**config.mk**
```make
export PLATFORM = sky130hd
export DESIGN_NAME = rob_mem_responder
export DESIGN_NICKNAME = d
export VERILOG_FILES = /design/src/rtl/rob_mem_responder.sv
export SDC_FILE = /design/constraint.sdc
export NUM_CORES = 1
export LEC_CHECK = 0
export ABC_AREA = 0
export ABC_CLOCK_PERIOD_IN_PS = 4900
export BUFFER_PORTS_ARGS = -buffer_cell sky130_fd_sc_hd__buf_4
export CELL_PAD_IN_SITES_DETAIL_PLACEMENT = 1
export CELL_PAD_IN_SITES_GLOBAL_PLACEMENT = 2
export CORE_AREA = 2 2 184 186
export DETAILED_ROUTE_END_ITERATION = 16
export DIE_AREA = 0 0 186 188
export GPL_TIMING_DRIVEN = 0
export PLACE_DENSITY_LB_ADDON = 0.08
export SLEW_MARGIN = 15
export SYNTH_ARGS = -nofsm -noshare
export SYNTH_HDL_FRONTEND = slang
export SYNTH_SLANG_ARGS = --single-unit
```
**constraint.sdc**
```tcl
create_clock -name clk -period 4.9 [get_ports clk]
set_clock_uncertainty 0.1 [all_clocks]
set_input_delay 0.245 -clock clk [delete_from_list [all_inputs] [get_ports clk]]
set_output_delay 0.245 -clock clk [all_outputs]
set_load 0.02 [all_outputs]
```
**src/rtl/rob_mem_responder.sv**
```systemverilog
// rtl/rob_mem_responder.sv - ROB commit-port responder serialising stores and IO loads onto a byte-wide RAM/IO bus
module rob_mem_responder #(
  parameter int ADDR_WIDTH = 32,
  parameter int DATA_WIDTH = 32,
  parameter logic [ADDR_WIDTH-1:0] IO_BASE = 32'h30000
) (
  input  logic                  clk,
  input  logic                  rst,
  input  logic                  rdy,
  input  logic                  in_rob_ce,
  input  logic                  in_rob_load_ce,
  input  logic [5:0]            in_rob_size,
  input  logic [ADDR_WIDTH-1:0] in_rob_addr,
  input  logic [DATA_WIDTH-1:0] in_rob_data,
  output logic                  out_rob_ce,
  output logic [DATA_WIDTH-1:0] out_rob_data,
  output logic                  out_busy,
  output logic [ADDR_WIDTH-1:0] out_ram_a,
  output logic [7:0]            out_ram_dout,
  output logic                  out_ram_wr,
  input  logic [7:0]            in_ram_din,
  input  logic                  io_buffer_full
);

  // WRITE issues store bytes, READ issues addresses and collects bytes,
  // DONE is the cycle holding the last byte on the bus; the completion
  // pulse is registered on the way back to IDLE so IDLE can accept the
  // next request in the same cycle the pulse is visible.
  typedef enum logic [1:0] {S_IDLE, S_WRITE, S_READ, S_DONE} state_t;

  state_t                  state;
  logic [ADDR_WIDTH-1:0]   addr;
  logic [2:0]              size;
  logic [DATA_WIDTH-1:0]   data;
  logic [2:0]              cnt;
  logic [2:0]              rcnt;
  logic                    is_load;
  logic                    cap;
  logic                    ram_wr_q;

  logic [2:0]              cnt_inc;
  logic [2:0]              rcnt_inc;
  logic                    wr_stall;
  logic                    rd_issue;
  logic [2:0]              rd_cnt_nxt;
  logic [2:0]              rd_rcnt_nxt;
  logic                    rd_last;
  logic [DATA_WIDTH-1:0]   data_merged;

  function automatic logic [2:0] decode_size(input logic [5:0] s);
    case (s)
      6'd1:    return 3'd1;
      6'd2:    return 3'd2;
      default: return 3'd4;
    endcase
  endfunction

  // IO space is every address whose IO_BASE bits are all set
  function automatic logic is_io(input logic [ADDR_WIDTH-1:0] a);
    return (a & IO_BASE) == IO_BASE;
  endfunction

  function automatic logic [7:0] byte_of(input logic [DATA_WIDTH-1:0] d, input logic [2:0] i);
    return 8'(d >> {i, 3'b000});
  endfunction

  // write strobe is frozen together with the rest of the block while rdy is low
  assign out_ram_wr = ram_wr_q & rdy;

  // per-cycle counter arithmetic and stall/finish decisions
  always_comb begin
    cnt_inc     = cnt + 3'd1;
    rcnt_inc    = rcnt + 3'd1;
    wr_stall    = is_io(addr) && io_buffer_full;
    rd_issue    = cnt < size;
    rd_cnt_nxt  = rd_issue ? cnt_inc : cnt;
    rd_rcnt_nxt = cap ? rcnt_inc : rcnt;
    // the last byte is still in flight when DONE is entered; DONE captures it
    rd_last     = (rd_cnt_nxt == size) && ((rd_rcnt_nxt + 3'd1) == size);
    data_merged = data;
    data_merged[{rcnt[1:0], 3'b000} +: 8] = in_ram_din;
  end

  // request acceptance, byte serialisation and completion sequencing
  always_ff @(posedge clk or posedge rst) begin
    if (rst) begin
      state        <= S_IDLE;
      addr         <= '0;
      size         <= 3'd0;
      data         <= '0;
      cnt          <= 3'd0;
      rcnt         <= 3'd0;
      is_load      <= 1'b0;
      cap          <= 1'b0;
      ram_wr_q     <= 1'b0;
      out_rob_ce   <= 1'b0;
      out_rob_data <= '0;
      out_busy     <= 1'b0;
      out_ram_a    <= '0;
      out_ram_dout <= 8'd0;
    end else if (rdy) begin
      case (state)
        S_IDLE: begin
          out_rob_ce <= 1'b0;
          out_busy   <= 1'b0;
          ram_wr_q   <= 1'b0;
          if (in_rob_ce) begin
            addr     <= in_rob_addr;
            size     <= decode_size(in_rob_size);
            data     <= in_rob_data;
            is_load  <= 1'b0;
            out_busy <= 1'b1;
            rcnt     <= 3'd0;
            cap      <= 1'b0;
            // byte 0 goes out on the acceptance edge unless the IO buffer is full
            if (is_io(in_rob_addr) && io_buffer_full) begin
              cnt   <= 3'd0;
              state <= S_WRITE;
            end else begin
              out_ram_a    <= in_rob_addr;
              out_ram_dout <= in_rob_data[7:0];
              ram_wr_q     <= 1'b1;
              cnt          <= 3'd1;
              state        <= (decode_size(in_rob_size) == 3'd1) ? S_DONE : S_WRITE;
            end
          end else if (in_rob_load_ce) begin
            addr      <= in_rob_addr;
            size      <= decode_size(in_rob_size);
            data      <= '0;
            is_load   <= 1'b1;
            out_busy  <= 1'b1;
            out_ram_a <= in_rob_addr;
            cnt       <= 3'd1;
            rcnt      <= 3'd0;
            cap       <= 1'b0;
            state     <= S_READ;
          end
        end

        S_WRITE: begin
          if (wr_stall) begin
            ram_wr_q <= 1'b0;
          end else begin
            out_ram_a    <= addr + ADDR_WIDTH'(cnt);
            out_ram_dout <= byte_of(data, cnt);
            ram_wr_q     <= 1'b1;
            cnt          <= cnt_inc;
            if (cnt_inc == size) state <= S_DONE;
          end
        end

        S_READ: begin
          if (rd_issue) out_ram_a <= addr + ADDR_WIDTH'(cnt);
          if (cap) data[{rcnt[1:0], 3'b000} +: 8] <= in_ram_din;
          cnt  <= rd_cnt_nxt;
          rcnt <= rd_rcnt_nxt;
          // first address is only on the bus now; its byte arrives next cycle
          cap  <= 1'b1;
          if (rd_last) state <= S_DONE;
        end

        S_DONE: begin
          ram_wr_q   <= 1'b0;
          out_rob_ce <= 1'b1;
          cap        <= 1'b0;
          if (is_load) begin
            data         <= data_merged;
            out_rob_data <= data_merged;
            rcnt         <= rcnt_inc;
          end else begin
            out_rob_data <= '0;
          end
          state <= S_IDLE;
        end

        default: state <= S_IDLE;
      endcase
    end
  end

endmodule

```
# Word level (Yosys, flattened, before mapping)

Index checks and enable logic that the tools add are counted.

Multiplexer cells: 56
Eq/ne operators: 21
Bitwise logic cells: 1
Multiply operators: 0
$add $sub $neg: 5
Divide/modulo/power cells: 0
$lt $le $gt $ge: 1
Reduce and logical (&&, ||, !) cells: 22
Shift-type cells: 3

Operator list:

| cell                                                  | number |
|---|---|
| 2-to-1 mux 32 bit                                     | 11 |
| case mux 32 bit (3 select lines)                      | 2 |
| 2-to-1 mux 3 bit                                      | 14 |
| adder 32 x 3 -> 32 bit                                | 1 |
| bitwise mux 32 bit                                    | 1 |
| variable shift 8 x 7 -> 32 bit (first input constant) | 1 |
| indexed part select 8 x 7 -> 32 bit                   | 1 |
| right shift 32 x 6 -> 8 bit                           | 1 |
| 2-to-1 mux 8 bit                                      | 3 |
| case mux 3 bit (3 select lines)                       | 2 |
| inequality test 2 bit (second input constant)         | 8 |
| case mux 8 bit (2 select lines)                       | 1 |
| AND reduction 5 bit                                   | 3 |
| 2-to-1 mux 2 bit                                      | 7 |
| 2-to-1 mux 1 bit                                      | 10 |
| adder 3 x 1 -> 3 bit (second input constant)          | 3 |
| == test 3 bit                                         | 3 |
| nonzero test 3 bit                                    | 3 |
| == test 2 bit (second input constant)                 | 4 |
| case mux 2 bit (4 select lines)                       | 1 |
| AND reduction 2 bit                                   | 4 |
| AND reduction 4 bit                                   | 2 |
| negator 5 -> 7 bit                                    | 1 |
| == test 6 x 1 -> 1 bit (second input constant)        | 1 |
| other kinds (14)                                      | 21 |

Bits in latches: 0
Bits of input ports: 84
Output and inout port bits: 75
Bits in read-only memories: 0
Logic and storage cells: 123
Flip-flop bits (word level): 152
Memory bits (writable): 0
Memories kept: 0

# Depth between registers and ports, before layout

Gate-level depths: netlist of the first run.

Word-level depth: 11
Depth in mapped cells: 11
Depth with buffers taken out: 11

# Worst setup path after synthesis of the first run

OpenSTA, ideal clock, no wires.

Kind: reg2reg
Start: register rcnt[0]
End: register state[0]
Data arrival time: 2.764 ns
Required time: 4.675 ns
Buffers on the path: 0
Cell stages (with the launch flop): 12
Setup slack: 1.911 ns
Period minus slack after synthesis: 2.989 ns
Cell sequence: dfrtp_1 -> inv_1 -> ha_1 -> nand2_1 -> o21ai_0 -> ha_1 -> xnor2_1 -> xnor2_1 -> a211oi_1 -> o221ai_1 -> a2111oi_4 -> mux2_2

Cells in the longest elaborated chain, start to end: 7

Ends and longest elaborated chain:

| what                                | RTL line | source |
|---|---|---|
| start: declaration                  | 36       | `logic [2:0] rcnt;` |
| start signal: assignment            | 156      | `rcnt <= rd_rcnt_nxt;` |
| start signal: assignment            | 169      | `rcnt <= rcnt_inc;` |
| adder 3 x 1 -> 3 bit                | 73       | `rcnt_inc = rcnt + 3'd1;` |
| 2-to-1 mux 3 bit (*)                | 77       | `rd_rcnt_nxt = cap ? rcnt_inc : rcnt;` |
| adder 3 x 1 -> 3 bit (*)            | 79       | `rd_last = (rd_cnt_nxt == size) && ((rd_rcnt_nxt + 3'd1) == size);` |
| == test 3 bit (*)                   | 79       |  |
| logical AND 1 bit (*)               | 79       |  |
| inequality test 2 bit (no line) (*) | n/a      |  |
| AND reduction 5 bit (no line) (*)   | n/a      |  |
| end signal: assignment              | 124      | `state <= (decode_size(in_rob_size) == 3'd1) ? S_DONE : S_WRITE;` |
| end: declaration                    | 31       | `state_t state;` |

Every way passes the cells marked *; elsewhere a longest branch is shown, timed or not.
A chain may end at the register's enable or synchronous reset.

# Worst setup path after layout of the first run

Same ends and word-level chain as after synthesis.

==> results.ini, run 1 <==
[power_and_ir_drop]
sequentialPowerShare = 0.300
p_per_area_mw_per_mm2 = 702
internal-power_uw = 4350
p_sw_frac = 0.440
p_sw_uw = 3420
max-vdd-ir-drop_mv = 0.290
p_comb_frac = 0.497
clkPwrFrac = 0.203
p_leak_uw = 0.00484

[timing]
finalHoldViolCount = 0
period_needed_ns = 3.43
fmax_mhz = 291
period_share = 0.700
drv_slew = 0
timing_worst_slew_pin_value_ns = 1.08
rsz0062_at_grt = no
finalSetupViolCount = 0
whs_ns = 0.0152
slew-limit-headroom = 0.274
fin_tns_setup_ns = 0

[route]
drt-wirelength-per-cell_um = 20.0
drtIter0Drc = 273
firstDrtPassIters = 4
antenna_left = 0
vias_per_cell = 4.65
vias = 7209
drcViolationCount = 0
wl_mm = 31.0

[setup_path]
required_ns = 5.13
crit_family = compound AO/OA/AOI/OAI gates
critical_path.cell_chain = inv_1 -> ha_1 -> nand2_1 -> o21ai_0 -> ha_1 -> xnor2_1 -> xnor2_1 -> and4_1 -> o221ai_1 -> a2111oi_4 -> mux2_2
worstPathMaxFanout = 9
arrival_ns = 3.66
worstSetupPathType = reg2reg
cp-start-kind = flop
crit_buf_inv = 1
max_stage_delay_ns = 0.52
endpoint_kind = flop
slowest_stage = dfrtp_1

[die]
die_y_um = 188
num_rows = 67
core_sq_mm = 0.0331
initial_utilization = 0.247
die_w_um = 186
die_area_sq_mm = 0.0350
io_pins = 159

[finish]
instances_no_fill = 1549
n_fill_cell = 3847
fin_area_sq_mm = 0.0111
drive_gt1_frac = 0.234
multiInputGateArea_sq_mm = 0.00411
post-route-util = 0.334
fin_nets = 1191
area_growth_syn_to_layout_pct = 35.2
seq_area_sq_mm = 0.00380

[yosys]
async_flop_share = 1.00
synthCells = 869
ys_seq_area_frac = 0.465
syn_area_sq_mm = 0.00818
yosys.area.top_type = dfrtp_1
syn_nets = 972
synth_edf_count = 0
synth.top_cell.area_share = 0.465
ys_types = 57
synth.area.top_cells = dfrtp_1, nand2_1, o21ai_0
ys_ff_latch = 152
synth_warnings = 0
synthFlopType = dfrtp_1
avgSynthCellArea_sq_um = 9.42

[place]
placed_cell_area_sq_mm = 0.00996
routabilityCongestion = 0.761
hpwl_mm = 23.3
numPlacedInstances = 1475
numPortBuffers = 157

[cts]
clockRootBuffer = clkbuf_16
cts_tree = done
clkLatencyLatePin_ns = 0.44
cts.sinks = 152
clk_pin_slew_ns = 0.07
numCtsBuffers = 17
cts_max_level = 4
clk_path_buf_depth = 2

[hold_path]
hold_path.class = in2reg

[grt]
grt_overflow = 0
first_global_vias = 7571
grt_pass1_wl_mm = 47.7
antenna_found_initial = 1
grt_max_degree = 80
gr-usage-all-layers = 0.184

[run]
maxCapViolCount = 0

[outcome]
status = completed

[metal layers]
layer | wire length [um] | part of all wire | GRT usage | vias up
met5 | 0 | 0 | 0 | -
met4 | 259 | 0.0084 | 0.0400 | 0
met3 | 1020 | 0.033 | 0.0350 | 17
met2 | 15300 | 0.49 | 0.311 | 107
met1 | 14400 | 0.47 | 0.244 | 3585
li1 | - | - | - | 3500
[worst reg2reg max path, cell delays in order (launching register included)]
cell	delay [ns]
dfrtp_1	0.52
inv_1	0.20
ha_1	0.42
nand2_1	0.09
o21ai_0	0.14
ha_1	0.25
xnor2_1	0.13
xnor2_1	0.22
and4_1	0.23
o221ai_1	0.16
a2111oi_4	0.48
mux2_2	0.38
[power groups by stage]
stage	Clock, uW	Combinational [uW]	Sequential, uW
2_1_floorplan	0	2140	2550
3_3_place_gp	0	3870	2350
5_1_grt	1670	4300	2420
3_5_place_dp	0	3920	2350
4_1_cts	1620	3950	2340
6_report	1580	3860	2330
[cells in the mapped netlist (3+ instances only)]
| cell | n |
|---|---|
| a211oi_1 | 5 |
| a21o_1 | 9 |
| a21oi_1 | 46 |
| a22oi_1 | 4 |
| a31oi_1 | 44 |
| and3_1 | 3 |
| buf_2 | 7 |
| clkbuf_1 | 43 |
| dfrtp_1 | 152 |
| ha_1 | 18 |
| inv_1 | 17 |
| mux2_2 | 37 |
| mux2i_1 | 13 |
| mux4_2 | 8 |
| nand2_1 | 135 |
| nand2b_1 | 12 |
| nand3_1 | 24 |
| nand4_1 | 6 |
| nor2_1 | 59 |
| nor2b_1 | 32 |
| nor3_1 | 12 |
| o21ai_0 | 92 |
| o221ai_1 | 12 |
| o31ai_1 | 3 |
| xnor2_1 | 25 |
| xor2_1 | 11 |
[area by class of cell]
class                      instances  area share
antenna                            1    0.000226
buffer                            51      0.0181
clock buffer                      20      0.0422
clock inverter                    11      0.0197
inverter                          18     0.00678
multi-input combinational        648       0.372
sequential                       152       0.344
tap                              448      0.0507
timing repair buffer             200       0.147
[layout by cell type (no fill, tap or decap), types with 32 or more instances in the layout]
cell type	netlist	routed
a21oi_1	46	46
dlygate4sd3_1	0	42
nor2b_1	32	32
dfrtp_1	152	152
a31oi_1	44	44
buf_4	0	157
nand2_1	135	135
o21ai_0	92	92
nor2_1	59	59
clkbuf_1	43	43
mux2_2	37	37
[metrics by stage]
| stage | power, uW | worst slack (ns) |
|---|---|---|
| after detailed placement | 6270 | 1.44 |
| after global routing | 8390 | 1.23 |
| after global placement | 6220 | -2.28 |
| after floorplan | 4690 | 0.462 |
| final | 7770 | 1.47 |
| after CTS | 7910 | 1.45 |
[final timing paths]
path,start,end,slack (ns),depth (start not counted)
worst max-delay path,rcnt[0]$_DFFE_PP0P_,state[0]$_DFFE_PP0P_,1.47,11
worst min-delay path,in_rob_data[25],data[25]$_DFFE_PP0P_,0.02,3
worst max register to register,rcnt[0]$_DFFE_PP0P_,state[0]$_DFFE_PP0P_,1.47,11
worst min register to register,out_rob_data[4]$_DFFE_PP0P_,out_rob_data[4]$_DFFE_PP0P_,0.38,2
max in group asynchronous,rst,addr[30]$_DFFE_PP0P_,3.53,4
min in group asynchronous,rst,out_ram_dout[2]$_DFFE_PP0P_,0.34,3
[sequential cells by signal (all words and copies together), names as in the netlist, 2 cells and up]
register / flops
addr: 32
data: 32
out_ram_a: 32
out_rob_data: 32
out_ram_dout: 8
cnt: 3
rcnt: 3
size: 3
state: 2
[cells by family after synthesis]
| kind of cell | count (synthesis) | share of synthesized area |
|---|---|---|
| mux | 58 | 0.0888 |
| compound gates | 228 | 0.166 |
| buf+inv | 69 | 0.0327 |
| flops | 152 | 0.465 |
| simple gates | 307 | 0.179 |
| xor+xnor | 36 | 0.0385 |
| fa+ha+maj | 19 | 0.0300 |
[repair_timing]
action	CTS	global route
resized for setup	0	0
setup buffers	0	0
hold endpoints to repair	123	0
hold buffers	42	0
(Power assumes the default switching activity.)
==> run 2, diff against run 1 <==
- ABC_CLOCK_PERIOD_IN_PS: 4900 -> 3150
- clock period: 4.9 -> 3.15 ns (I/O delays scaled with it)
==> results.ini, run 2 (synthesis gave the netlist of run 1 again) <==
[place]
hpwl_mm = 24.0  ; was 23.3 mm
numPortBuffers = 157  ; unchanged
routabilityCongestion = 0.746  ; was 0.761
numPlacedInstances = 1479  ; was 1475

[route]
drt-wirelength-per-cell_um = 20.1  ; was 20.0 um
wl_mm = 31.8  ; was 31.0 mm
antenna_left = 0  ; unchanged
drtIter0Drc = 346  ; was 273
drcViolationCount = 0  ; unchanged
firstDrtPassIters = 4  ; unchanged
vias = 7432  ; was 7209
vias_per_cell = 4.69  ; was 4.65

[die]
io_pins = 159  ; unchanged
core_sq_mm = 0.0331  ; unchanged
die_area_sq_mm = 0.0350  ; unchanged
die_y_um = 188  ; unchanged
num_rows = 67  ; unchanged
initial_utilization = 0.247  ; unchanged
die_w_um = 186  ; unchanged

[setup_path]
required_ns = 3.37  ; was 5.13 ns
arrival_ns = 3.22  ; was 3.66 ns
endpoint_kind = flop  ; unchanged
worstPathMaxFanout = 6  ; was 9
worstReg2RegStart = rcnt[1]$_DFFE_PP0P_  ; was rcnt[0]$_DFFE_PP0P_
cp-start-kind = flop  ; unchanged
worstSetupPathType = reg2reg  ; unchanged
cp-startpoint = rcnt[1]$_DFFE_PP0P_  ; was rcnt[0]$_DFFE_PP0P_

[cts]
clkLatencyLatePin_ns = 0.44  ; about the same
cts_max_level = 4  ; unchanged
cts_tree = done  ; unchanged
cts.sinks = 152  ; unchanged
clk_pin_slew_ns = 0.07  ; about the same
numCtsBuffers = 17  ; unchanged
clockRootBuffer = clkbuf_16  ; unchanged
clk_path_buf_depth = 2  ; unchanged

[grt]
gr-usage-all-layers = 0.188  ; was 0.184
grt_pass1_wl_mm = 49.2  ; was 47.7 mm
grt_max_degree = 32  ; was 80
grt_overflow = 0  ; unchanged
antenna_found_initial = 0  ; was 1
first_global_vias = 7903  ; was 7571

[timing]
slew-limit-headroom = 0.331  ; was 0.274
period_needed_ns = 3.00  ; was 3.43 ns
rsz0062_at_grt = yes  ; was no
finalHoldViolCount = 0  ; unchanged
drv_slew = 0  ; unchanged
finalSetupViolCount = 0  ; unchanged
timing_worst_slew_pin_value_ns = 1.00  ; was 1.08 ns
fin_tns_setup_ns = 0  ; unchanged
fmax_mhz = 333  ; was 291 MHz
period_share = 0.952  ; was 0.700

[hold_path]
hold_path.class = in2reg  ; unchanged
hp-start = in_ram_din[5]  ; was in_rob_data[25]

[finish]
diodes = 0  ; was 1
instances_no_fill = 1585  ; was 1549
area_growth_syn_to_layout_pct = 39.0  ; was 35.2%
fin_nets = 1227  ; was 1191
final_common_cell = buf_4  ; unchanged
final_cell_mix = buf_4, dfrtp_1, nand2_1, o21ai_0, dlygate4sd3_1  ; was buf_4, dfrtp_1, nand2_1, o21ai_0, nor2_1
n_fill_cell = 3838  ; was 3847
drive_gt1_frac = 0.239  ; was 0.234

[run]
maxCapViolCount = 0  ; unchanged

[power_and_ir_drop]
p_per_area_mw_per_mm2 = 1040  ; was 702 mW/mm^2
max-vdd-ir-drop_mv = 0.485  ; was 0.290 mV
p_leak_uw = 0.00497  ; was 0.00484 uW

[outcome]
status = completed  ; unchanged

## run 2: changes by cell type in the layout (fill, tap and decap cells not counted), sizes merged
cell	delta
inv	+7
dlygate4sd3	+30
buf	+6
diode	-1
clkinvlp	-1
clkinv	+2
clkbuf	-2
bufinv	-5
## run 2: per-layer routing
layer	wire length (um)	GRT usage	vias up	share of wire
met2	15300	0.314	134	0.48
met5	0	0	-	0
met3	1050	0.0336	26	0.033
met4	479	0.0403	0	0.015
met1	14900	0.252	3699	0.47
li1	-	-	3573	-
## run 2: final cells by class
type	count	area [sq um]	share of cell area
buffer	51	200	0.0176
sequential	152	3810	0.335
multi-input combinational	648	4140	0.364
timing repair buffer	236	2010	0.177
tap	448	561	0.0493
inverter	18	73.8	0.00649
clock inverter	14	154	0.0135
clock buffer	18	429	0.0377
## run 2: through the flow
stage	worst slack [ns]	cell area, sq um	hold WS [ns]	util	power, uW
final	0.151	11400	0.0205	0.344	11900
after global routing	-0.0237	11400	0.0343	0.344	12800
after CTS	0.00223	11400	0.000887	0.343	12000
after detailed placement	-0.351	10000	0.207	0.303	9760
after global placement	-0.535	9930	0.306	0.300	9690
after floorplan	0.161	8190	0.208	-	7300
## run 2: path summary, 6_finish.rpt
check                      slack [ns]                      endpoint  cells past startpoint
min in group asynchronous        0.29           size[1]$_DFFE_PP0P_                      3
max reg2reg                      0.15          state[0]$_DFFE_PP0P_                     11
min reg2reg                      0.38     out_ram_a[10]$_DFFE_PP0P_                      2
max in group asynchronous        1.86  out_rob_data[21]$_DFFE_PP0P_                      5
min                              0.02   out_rob_data[5]$_DFFE_PP0P_                      3
max                              0.15          state[0]$_DFFE_PP0P_                     11
## run 2: timing repair
item,CTS,global route
endpoints found under the setup margin,33,26
hold buffers,72,0
endpoints found under the hold margin,123,0
gates resized for setup,3,9
setup buffers,2,0
pin swaps,2,3
## run 2: report_power, final
group	internal [uW]	switching, uW	leakage, uW
Sequential	2840	767	0.00193
Clock	1130	984	0.000288
Combinational	2450	3680	0.00275
## run 2: critical path: stages (launching register included)
cell,delay (ns)
dfrtp_2,0.45
inv_2,0.09
ha_2,0.31
nand2_1,0.08
o21ai_1,0.09
ha_1,0.22
xnor2_1,0.13
xnor2_1,0.26
and4_1,0.25
o221ai_2,0.13
a2111oi_4,0.45
mux2_4,0.33
